`src/rtl/statki_pkg.sv`:
```
// ---------------------------------------------------------------------------
// statki_pkg
// Shared definitions for the battleship ("statki") game datapath:
//   - program-state codes exchanged between the game FSM, the turn
//     scheduler and find_ships
//   - board geometry (bitmap width, on-screen origin and square size)
//   - the turn scheduler's internal state enumeration
// Boards are 8x8 bitmaps, row-major, index = x + 8*y.
// ---------------------------------------------------------------------------
package statki_pkg;

  localparam int BOARD_BITS     = 64;
  localparam int BOARD_DIM      = 8;
  localparam int BOARD_ORIGIN_X = 64;
  localparam int BOARD_ORIGIN_Y = 112;
  localparam int SQUARE_SIZE    = 40;

  typedef enum logic [3:0] {
    PS_IDLE            = 4'b0000,
    PS_FINDING_SHIPS   = 4'b0100,
    PS_SCREEN_BLANKING = 4'b0101,
    PS_GAME_ENDING     = 4'b0110
  } program_state_t;

  typedef enum logic [2:0] {
    SCHED_IDLE,
    SCHED_FINDING,
    SCHED_SCAN,
    SCHED_DECIDE,
    SCHED_BLANK,
    SCHED_ENDING
  } sched_state_t;

  // SCAN and DECIDE report blanking so find_ships ignores clicks while the
  // boards are being scanned.
  function automatic program_state_t program_code(input sched_state_t s);
    case (s)
      SCHED_FINDING: return PS_FINDING_SHIPS;
      SCHED_SCAN:    return PS_SCREEN_BLANKING;
      SCHED_DECIDE:  return PS_SCREEN_BLANKING;
      SCHED_BLANK:   return PS_SCREEN_BLANKING;
      SCHED_ENDING:  return PS_GAME_ENDING;
      default:       return PS_IDLE;
    endcase
  endfunction

  // Pixel position of the top-left corner of a board square.
  function automatic int square_origin_x(input int col);
    return BOARD_ORIGIN_X + col * SQUARE_SIZE;
  endfunction

  function automatic int square_origin_y(input int row);
    return BOARD_ORIGIN_Y + row * SQUARE_SIZE;
  endfunction

  function automatic int cell_index(input int col, input int row);
    return col + BOARD_DIM * row;
  endfunction

endpackage

```
`src/rtl/turn_scheduler_if.sv`:
```
// ---------------------------------------------------------------------------
// turn_scheduler_if
// Bundles the turn scheduler's control pulses, board bitmaps and status
// outputs.
//   master : game side; drives start/restart/mouse_right_tick/finished_move
//            and the four board bitmaps, observes the status outputs
//   slave  : the turn scheduler itself
// Status: game_state[3:0], game_active, active_player, hits_p1[6:0],
//         hits_p2[6:0], game_over, winner
// ---------------------------------------------------------------------------
interface turn_scheduler_if;
  import statki_pkg::*;

  logic                  start;
  logic                  restart;
  logic                  mouse_right_tick;
  logic                  finished_move;
  logic [BOARD_BITS-1:0] player1_board;
  logic [BOARD_BITS-1:0] player2_board;
  logic [BOARD_BITS-1:0] player1_ships;
  logic [BOARD_BITS-1:0] player2_ships;

  logic [3:0]            game_state;
  logic                  game_active;
  logic                  active_player;
  logic [6:0]            hits_p1;
  logic [6:0]            hits_p2;
  logic                  game_over;
  logic                  winner;

  modport master (
    output start, restart, mouse_right_tick, finished_move,
           player1_board, player2_board, player1_ships, player2_ships,
    input  game_state, game_active, active_player, hits_p1, hits_p2,
           game_over, winner
  );

  modport slave (
    input  start, restart, mouse_right_tick, finished_move,
           player1_board, player2_board, player1_ships, player2_ships,
    output game_state, game_active, active_player, hits_p1, hits_p2,
           game_over, winner
  );

endinterface

```
`src/rtl/turn_scheduler_hit_scanner.sv`:
```
// ---------------------------------------------------------------------------
// hit_scanner
// Serially walks a shot map and a ship map one bit per cycle (idx 0..63),
// counting hits (shot & ship) and fleet squares (ship).
// Ports:
//   clk, rst           clock, synchronous active-high reset
//   start              pulse; clears idx and both accumulators, begins scan
//   shot_map, ship_map 64-bit bitmaps, sampled live during the scan
//   done               high in the cycle the final bit (idx 63) is added,
//                      so the accumulators are final on the following cycle
//   hit_acc, ship_acc  running counts (max 64, never overflow 7 bits)
// ---------------------------------------------------------------------------
module hit_scanner
  import statki_pkg::*;
(
  input  logic                  clk,
  input  logic                  rst,
  input  logic                  start,
  input  logic [BOARD_BITS-1:0] shot_map,
  input  logic [BOARD_BITS-1:0] ship_map,
  output logic                  done,
  output logic [6:0]            hit_acc,
  output logic [6:0]            ship_acc
);

  logic [5:0] idx;
  logic       busy;

  // done is combinational so the scheduler can leave SCAN on the same edge
  // that adds the last bit, giving exactly 64 scan cycles.
  assign done = busy && (idx == 6'd63);

  always_ff @(posedge clk) begin
    if (rst) begin
      idx      <= 6'd0;
      busy     <= 1'b0;
      hit_acc  <= 7'd0;
      ship_acc <= 7'd0;
    end else if (start) begin
      idx      <= 6'd0;
      busy     <= 1'b1;
      hit_acc  <= 7'd0;
      ship_acc <= 7'd0;
    end else if (busy) begin
      hit_acc  <= hit_acc + {6'd0, shot_map[idx] & ship_map[idx]};
      ship_acc <= ship_acc + {6'd0, ship_map[idx]};
      idx      <= idx + 6'd1;
      if (idx == 6'd63) begin
        busy <= 1'b0;
      end
    end
  end

endmodule

```
`src/rtl/turn_scheduler.sv`:
```
// ---------------------------------------------------------------------------
// turn_scheduler
// Runs the shooting phase: alternates turns between the two players with a
// screen-blanking interlude, scans the shooter's shot map against the
// opponent's fleet after every committed move and detects the winner.
// Ports:
//   clk, rst   clock, synchronous active-high reset
//   bus        turn_scheduler_if.slave (pulses, boards, status outputs)
// Parameters:
//   BLANK_CYCLES  minimum cycles in blanking before a right click counts
//   BLANK_W       blanking counter width, 2**BLANK_W > BLANK_CYCLES
// All status outputs are registered.
// ---------------------------------------------------------------------------
module turn_scheduler
  import statki_pkg::*;
#(
  parameter int BLANK_CYCLES = 6500000,
  parameter int BLANK_W      = 23
) (
  input  logic             clk,
  input  logic             rst,
  turn_scheduler_if.slave  bus
);

  localparam logic [BLANK_W-1:0] BLANK_MAX = BLANK_W'(BLANK_CYCLES - 1);

  sched_state_t          state, state_next;
  logic                  active_player, player_next;
  logic [6:0]            hits_p1, hits_p1_next;
  logic [6:0]            hits_p2, hits_p2_next;
  logic                  game_over, over_next;
  logic                  winner, winner_next;
  logic [BLANK_W-1:0]    blank_cnt, blank_next;
  logic [3:0]            game_state_q;
  logic                  game_active_q;

  logic                  scan_start;
  logic                  scan_done;
  logic [6:0]            hit_acc;
  logic [6:0]            ship_acc;
  logic [BOARD_BITS-1:0] shot_map;
  logic [BOARD_BITS-1:0] ship_map;

  // The shooter's own shots are checked against the opponent's fleet.
  assign shot_map = active_player ? bus.player2_board : bus.player1_board;
  assign ship_map = active_player ? bus.player1_ships : bus.player2_ships;

  hit_scanner u_scanner (
    .clk      (clk),
    .rst      (rst),
    .start    (scan_start),
    .shot_map (shot_map),
    .ship_map (ship_map),
    .done     (scan_done),
    .hit_acc  (hit_acc),
    .ship_acc (ship_acc)
  );

  // State and registered outputs; game_state/game_active are decoded from
  // the next state so they change on the same edge as the state.
  always_ff @(posedge clk) begin
    if (rst) begin
      state         <= SCHED_IDLE;
      active_player <= 1'b0;
      hits_p1       <= 7'd0;
      hits_p2       <= 7'd0;
      game_over     <= 1'b0;
      winner        <= 1'b0;
      blank_cnt     <= '0;
      game_state_q  <= PS_IDLE;
      game_active_q <= 1'b0;
    end else begin
      state         <= state_next;
      active_player <= player_next;
      hits_p1       <= hits_p1_next;
      hits_p2       <= hits_p2_next;
      game_over     <= over_next;
      winner        <= winner_next;
      blank_cnt     <= blank_next;
      game_state_q  <= program_code(state_next);
      game_active_q <= (state_next != SCHED_IDLE);
    end
  end

  // Next-state and next-output logic.
  always_comb begin
    state_next   = state;
    player_next  = active_player;
    hits_p1_next = hits_p1;
    hits_p2_next = hits_p2;
    over_next    = game_over;
    winner_next  = winner;
    blank_next   = blank_cnt;
    scan_start   = 1'b0;

    case (state)
      SCHED_IDLE: begin
        if (bus.start) begin
          state_next   = SCHED_FINDING;
          player_next  = 1'b0;
          hits_p1_next = 7'd0;
          hits_p2_next = 7'd0;
        end
      end
      SCHED_FINDING: begin
        if (bus.finished_move) begin
          state_next = SCHED_SCAN;
          scan_start = 1'b1;
        end
      end
      SCHED_SCAN: begin
        if (scan_done) begin
          state_next = SCHED_DECIDE;
        end
      end
      SCHED_DECIDE: begin
        if (active_player) begin
          hits_p2_next = hit_acc;
        end else begin
          hits_p1_next = hit_acc;
        end
        // An empty fleet never counts as sunk.
        if ((ship_acc != 7'd0) && (hit_acc == ship_acc)) begin
          state_next  = SCHED_ENDING;
          winner_next = active_player;
          over_next   = 1'b1;
        end else begin
          state_next  = SCHED_BLANK;
          player_next = ~active_player;
          blank_next  = '0;
        end
      end
      SCHED_BLANK: begin
        if (blank_cnt != BLANK_MAX) begin
          blank_next = blank_cnt + BLANK_W'(1);
        end
        // Early clicks are simply dropped, never remembered.
        if (bus.mouse_right_tick && (blank_cnt == BLANK_MAX)) begin
          state_next = SCHED_FINDING;
        end
      end
      SCHED_ENDING: begin
        if (bus.restart) begin
          state_next   = SCHED_IDLE;
          player_next  = 1'b0;
          hits_p1_next = 7'd0;
          hits_p2_next = 7'd0;
          over_next    = 1'b0;
          winner_next  = 1'b0;
          blank_next   = '0;
        end
      end
      default: begin
        state_next = SCHED_IDLE;
      end
    endcase
  end

  assign bus.game_state    = game_state_q;
  assign bus.game_active   = game_active_q;
  assign bus.active_player = active_player;
  assign bus.hits_p1       = hits_p1;
  assign bus.hits_p2       = hits_p2;
  assign bus.game_over     = game_over;
  assign bus.winner        = winner;

endmodule

```
`src/flat_wrapper.sv`:
```
// flat-port wrapper written by rule: the top's interface ports become plain ports
module turn_scheduler_flat import statki_pkg::*;
#(
  parameter int BLANK_CYCLES = 6500000,
  parameter int BLANK_W      = 23
)
  (clk, rst, bus_start, bus_restart, bus_mouse_right_tick, bus_finished_move, bus_player1_board, bus_player2_board, bus_player1_ships, bus_player2_ships, bus_game_state, bus_game_active, bus_active_player, bus_hits_p1, bus_hits_p2, bus_game_over, bus_winner);
  turn_scheduler_if bus_i ();
  input  logic clk;
  input  logic rst;
  input wire logic [$bits(bus_i.start)-1:0] bus_start;
  input wire logic [$bits(bus_i.restart)-1:0] bus_restart;
  input wire logic [$bits(bus_i.mouse_right_tick)-1:0] bus_mouse_right_tick;
  input wire logic [$bits(bus_i.finished_move)-1:0] bus_finished_move;
  input wire logic [$bits(bus_i.player1_board)-1:0] bus_player1_board;
  input wire logic [$bits(bus_i.player2_board)-1:0] bus_player2_board;
  input wire logic [$bits(bus_i.player1_ships)-1:0] bus_player1_ships;
  input wire logic [$bits(bus_i.player2_ships)-1:0] bus_player2_ships;
  output wire logic [$bits(bus_i.game_state)-1:0] bus_game_state;
  output wire logic [$bits(bus_i.game_active)-1:0] bus_game_active;
  output wire logic [$bits(bus_i.active_player)-1:0] bus_active_player;
  output wire logic [$bits(bus_i.hits_p1)-1:0] bus_hits_p1;
  output wire logic [$bits(bus_i.hits_p2)-1:0] bus_hits_p2;
  output wire logic [$bits(bus_i.game_over)-1:0] bus_game_over;
  output wire logic [$bits(bus_i.winner)-1:0] bus_winner;
  assign bus_i.start = bus_start;
  assign bus_i.restart = bus_restart;
  assign bus_i.mouse_right_tick = bus_mouse_right_tick;
  assign bus_i.finished_move = bus_finished_move;
  assign bus_i.player1_board = bus_player1_board;
  assign bus_i.player2_board = bus_player2_board;
  assign bus_i.player1_ships = bus_player1_ships;
  assign bus_i.player2_ships = bus_player2_ships;
  assign bus_game_state = bus_i.game_state;
  assign bus_game_active = bus_i.game_active;
  assign bus_active_player = bus_i.active_player;
  assign bus_hits_p1 = bus_i.hits_p1;
  assign bus_hits_p2 = bus_i.hits_p2;
  assign bus_game_over = bus_i.game_over;
  assign bus_winner = bus_i.winner;
  turn_scheduler #(.BLANK_CYCLES(BLANK_CYCLES), .BLANK_W(BLANK_W)) u_core (.clk(clk), .rst(rst), .bus(bus_i));
endmodule
```
`config.mk`:
```
export PLATFORM = sky130hd
export DESIGN_NAME = turn_scheduler_flat
export DESIGN_NICKNAME = d
export VERILOG_FILES = /design/src/rtl/statki_pkg.sv /design/src/rtl/turn_scheduler_if.sv /design/src/rtl/turn_scheduler_hit_scanner.sv /design/src/rtl/turn_scheduler.sv /design/src/flat_wrapper.sv
export SDC_FILE = /design/constraint.sdc
export NUM_CORES = 1
export LEC_CHECK = 0
export CAP_MARGIN = 10
export CORE_ASPECT_RATIO = 1.1
export CORE_MARGIN = 2
export CORE_UTILIZATION = 25
export DETAILED_ROUTE_END_ITERATION = 10
export PLACE_DENSITY = 0.66
export SLEW_MARGIN = 5
export SYNTH_ARGS = -nofsm -noshare
export SYNTH_HDL_FRONTEND = slang
export SYNTH_HIERARCHICAL = 1
export SYNTH_SLANG_ARGS = --single-unit
```
`constraint.sdc`:
```
create_clock -name clk -period 3.5 [get_ports clk]
set_input_delay 0.7 -clock clk [delete_from_list [all_inputs] [get_ports clk]]
set_output_delay 0.7 -clock clk [all_outputs]
set_load 0.02 [all_outputs]
```
==> flow_metrics.tcl <==
set metrics [dict create \
    syn_nets 882 \
    setup_viol 0 \
    period_needed_ns 3.45 \
    coreArea_um2 23000 \
    synthFlopType "dfxtp_1" \
    grt_max_degree 28 \
    cp.required_ns 3.69 \
    path_class "input pin to flop" \
    cp_slowest_cell "mux4_2" \
    area_delta_synth_final_pct 63.5 \
    cts_buffers 9 \
    grt_pass1_wl_um 32900 \
    power_density_nw_per_um2 235 \
    intPower_mw 1.71 \
    grtUsageTotal_pct 17.2 \
    fmax_mhz 290 \
    antenna_found_initial 0 \
    synth_most_common_cell "mux2_2" \
    wl_per_cell_um 18.2 \
    ys_seq_elements 68 \
    synthCells 614 \
    ant_nets 0 \
    drive_gt1_share_pct 26.0 \
    avgSynthCellArea_um2 9.58 \
    ctsLongestPathBuffers 2 \
    ys_warn_count 6 \
    cts_hold_buf 0 \
    yosysUniqueCellTypes 68 \
    synth_edf_count 0 \
    clkLatencyLatePin_ns 0.33 \
    io_pins 284 \
    globalplace.congestion 0.889 \
    initial_utilization_pct 25.6 \
    dp_worst_setup_slack_ns -0.354 \
    worst_hold_slack_ns 0.484 \
    hp-class "flop to flop" \
    startpoint_type "input pin" \
    outcome "finished clean" \
    routed_wl_um 21900 \
    fin_skew_ns 0.00698 \
    synth.top_cell.area_share_pct 25.5 \
    p_leak_nw 3.41 \
    finalSetupTns_ns 0 \
    synthTopCellsByArea "mux2_2, dfxtp_1, mux4_2" \
    grt_pass1_vias 5941 \
    critPathMaxFanout 2 \
    grt.overflow.total 0 \
    num_vias 5878 \
    synth_area_leader_cell "mux2_2" \
    peakVddDrop_mv 0.226 \
    sw_frac_of_total_pct 24.5 \
    finalHoldViolCount 0 \
    drc 0 \
    drtIter0Drc 234 \
    p_seq_share_pct 35.4 \
    crit_path_end_kind "flop" \
    worst_slack_ns 0.0473 \
    relSlewSlack_pct 34.8 \
    yosys-top-cells-count "mux2_2, dfxtp_1, nor2_1" \
    cpPeakStageDelay_ns 0.46 \
    path_clk_slew_ns 0.06 \
    dieArea_um2 24800 \
    fin_crit_sh_pct 98.6 \
    die_w_um 150 \
    critPathBufInv 1 \
    drv_slew 0 \
    worst-endpoint-arrival_ns 3.64 \
    root_buffer "clkbuf_16" \
    worstMarginPinSlew_ns 0.971 \
    p_total_mw 2.26 \
    yosysSeqAreaShare_pct 23.1 \
    die_h_um 165 \
    p_clk_share_pct 36.2 \
    htree_levels 3 \
    diodes 0 \
    tritoncts "built" \
    power_frac_comb_pct 28.4 \
    hpwl_um 17600 \
    synth.cell_area_um2 5880 \
    avgViaCountPerCell 4.88 \
    path_cells "clkdlybuf4s50_1 -> mux2_4 -> mux4_2 -> a22o_1 -> nor4_1 -> o22ai_1 -> a221o_1 -> ha_2 -> ha_4 -> and3_4 -> nand4_1 -> xor2_1 -> nor2_1" \
    switching_power_mw 0.553 \
    maxCapViolCount 0 \
    num_rows 58 \
    cpLargestDelayFamily "compound AO/OA/AOI/OAI gates" \
    finalNetCount 1169 \
    clock-sinks 68 \
    synthArstFlopShare_pct 0 \
    first_pass_iters 4 \
    io_buffers 282 \
]
## sequential cells by signal, indices dropped and copies added, names as in the netlist
register and cells:
u_core/u_scanner/busy 1, u_core/bus.game_active 1, u_core/u_scanner/hit_acc 7, u_core/u_scanner/ship_acc 7
u_core/blank_cnt 23, u_core/bus.active_player 1, u_core/bus.winner 1, u_core/bus.hits_p2 7
u_core/bus.game_over 1, u_core/bus.hits_p1 7, u_core/state 3, u_core/bus.game_state 3
u_core/u_scanner/idx 6
## power groups by stage
stage,Combinational (mW),Clock (mW),Sequential (mW)
2_1_floorplan,0.261,0,0.813
3_3_place_gp,0.619,0,0.816
3_5_place_dp,0.626,0,0.816
4_1_cts,0.639,0.841,0.800
5_1_grt,0.685,0.874,0.802
6_report,0.641,0.817,0.800
## worst min-delay path, cell delays in order, from the launching register on
cell     delay [ns]
dfxtp_1        0.32
o31ai_1        0.06
a21oi_1        0.06
## cell families after synthesis
logic type | synth area share (%)
AOI/OAI and AO/OA | 10.6
other | 0.0637
adders and majority gates | 1.28
DFF | 23.1
buffers and inverters | 4.57
muxes | 41.5
and+or+nand+nor | 16.1
xor gates and xnor gates | 2.68
## cells in the final DEF, fill, tap and decap left out, types with 3 or more instances in the layout
cell type          n
nor3_1             5
mux2_2           126
inv_1              7
nand3_1           22
buf_12             4
nor3b_1            5
clkdlybuf4s50_1  267
dfxtp_1           64
or3_1             26
nand2_1           31
nor4_1             5
mux4_2            26
dlymetal6s2s_1    15
mux2i_1           30
a31oi_1            3
nand2b_1           3
nor2b_1            4
o21ai_1           10
xnor2_1            6
buf_4             30
xor2_1            12
clkbuf_16          9
nor2_1            41
mux2_4             7
dfxtp_2            3
o21ai_0           19
and2_1             9
or4_1              3
and3_1             5
nand4_1            9
a21oi_1           34
## final timing paths
check	from	end	slack (ns)	cells past startpoint
worst min register to register	u_core/blank_cnt[22]	u_core/blank_cnt[22]	0.48	2
worst min-delay path	u_core/blank_cnt[22]	u_core/blank_cnt[22]	0.48	2
worst max register to register	u_core/bus.active_player	u_core/u_scanner/hit_acc[6]	0.11	14
worst max-delay path	bus_player1_ships[3]	u_core/u_scanner/hit_acc[6]	0.05	13
## per-layer routing
metal  share of wire, %  global-route usage (%)
met1                 41                    20.8
met2                 50                    30.8
met3                7.5                    4.14
met4                1.4                    3.77
met5                  0                       0
## through the flow
step	area [um^2]	std cells	utilization [%]
finish	9620	1205	41.8
global route	9620	1205	41.8
detailed placement	9130	1183	39.7
CTS	9530	1203	41.4
floorplan	5910	614	-
global placement	9130	1183	39.7
## timing repair
item                       CTS  global route
setup buffers                3             5
cloned                       2             0
pin swaps                    3             9
setup endpoints to repair    2             5
gates resized for setup      8            34
## cell type report
cell class | instances | area (um^2)
Tap cell | 300 | 375
Timing Repair Buffer | 320 | 3230
Clock buffer | 9 | 225
Clock inverter | 6 | 41.3
Sequential cell | 68 | 1370
Inverter | 8 | 30.0
Multi-Input combinational cell | 494 | 4350
Fill cell | 2246 | 13400
(Power assumes the default switching activity.)
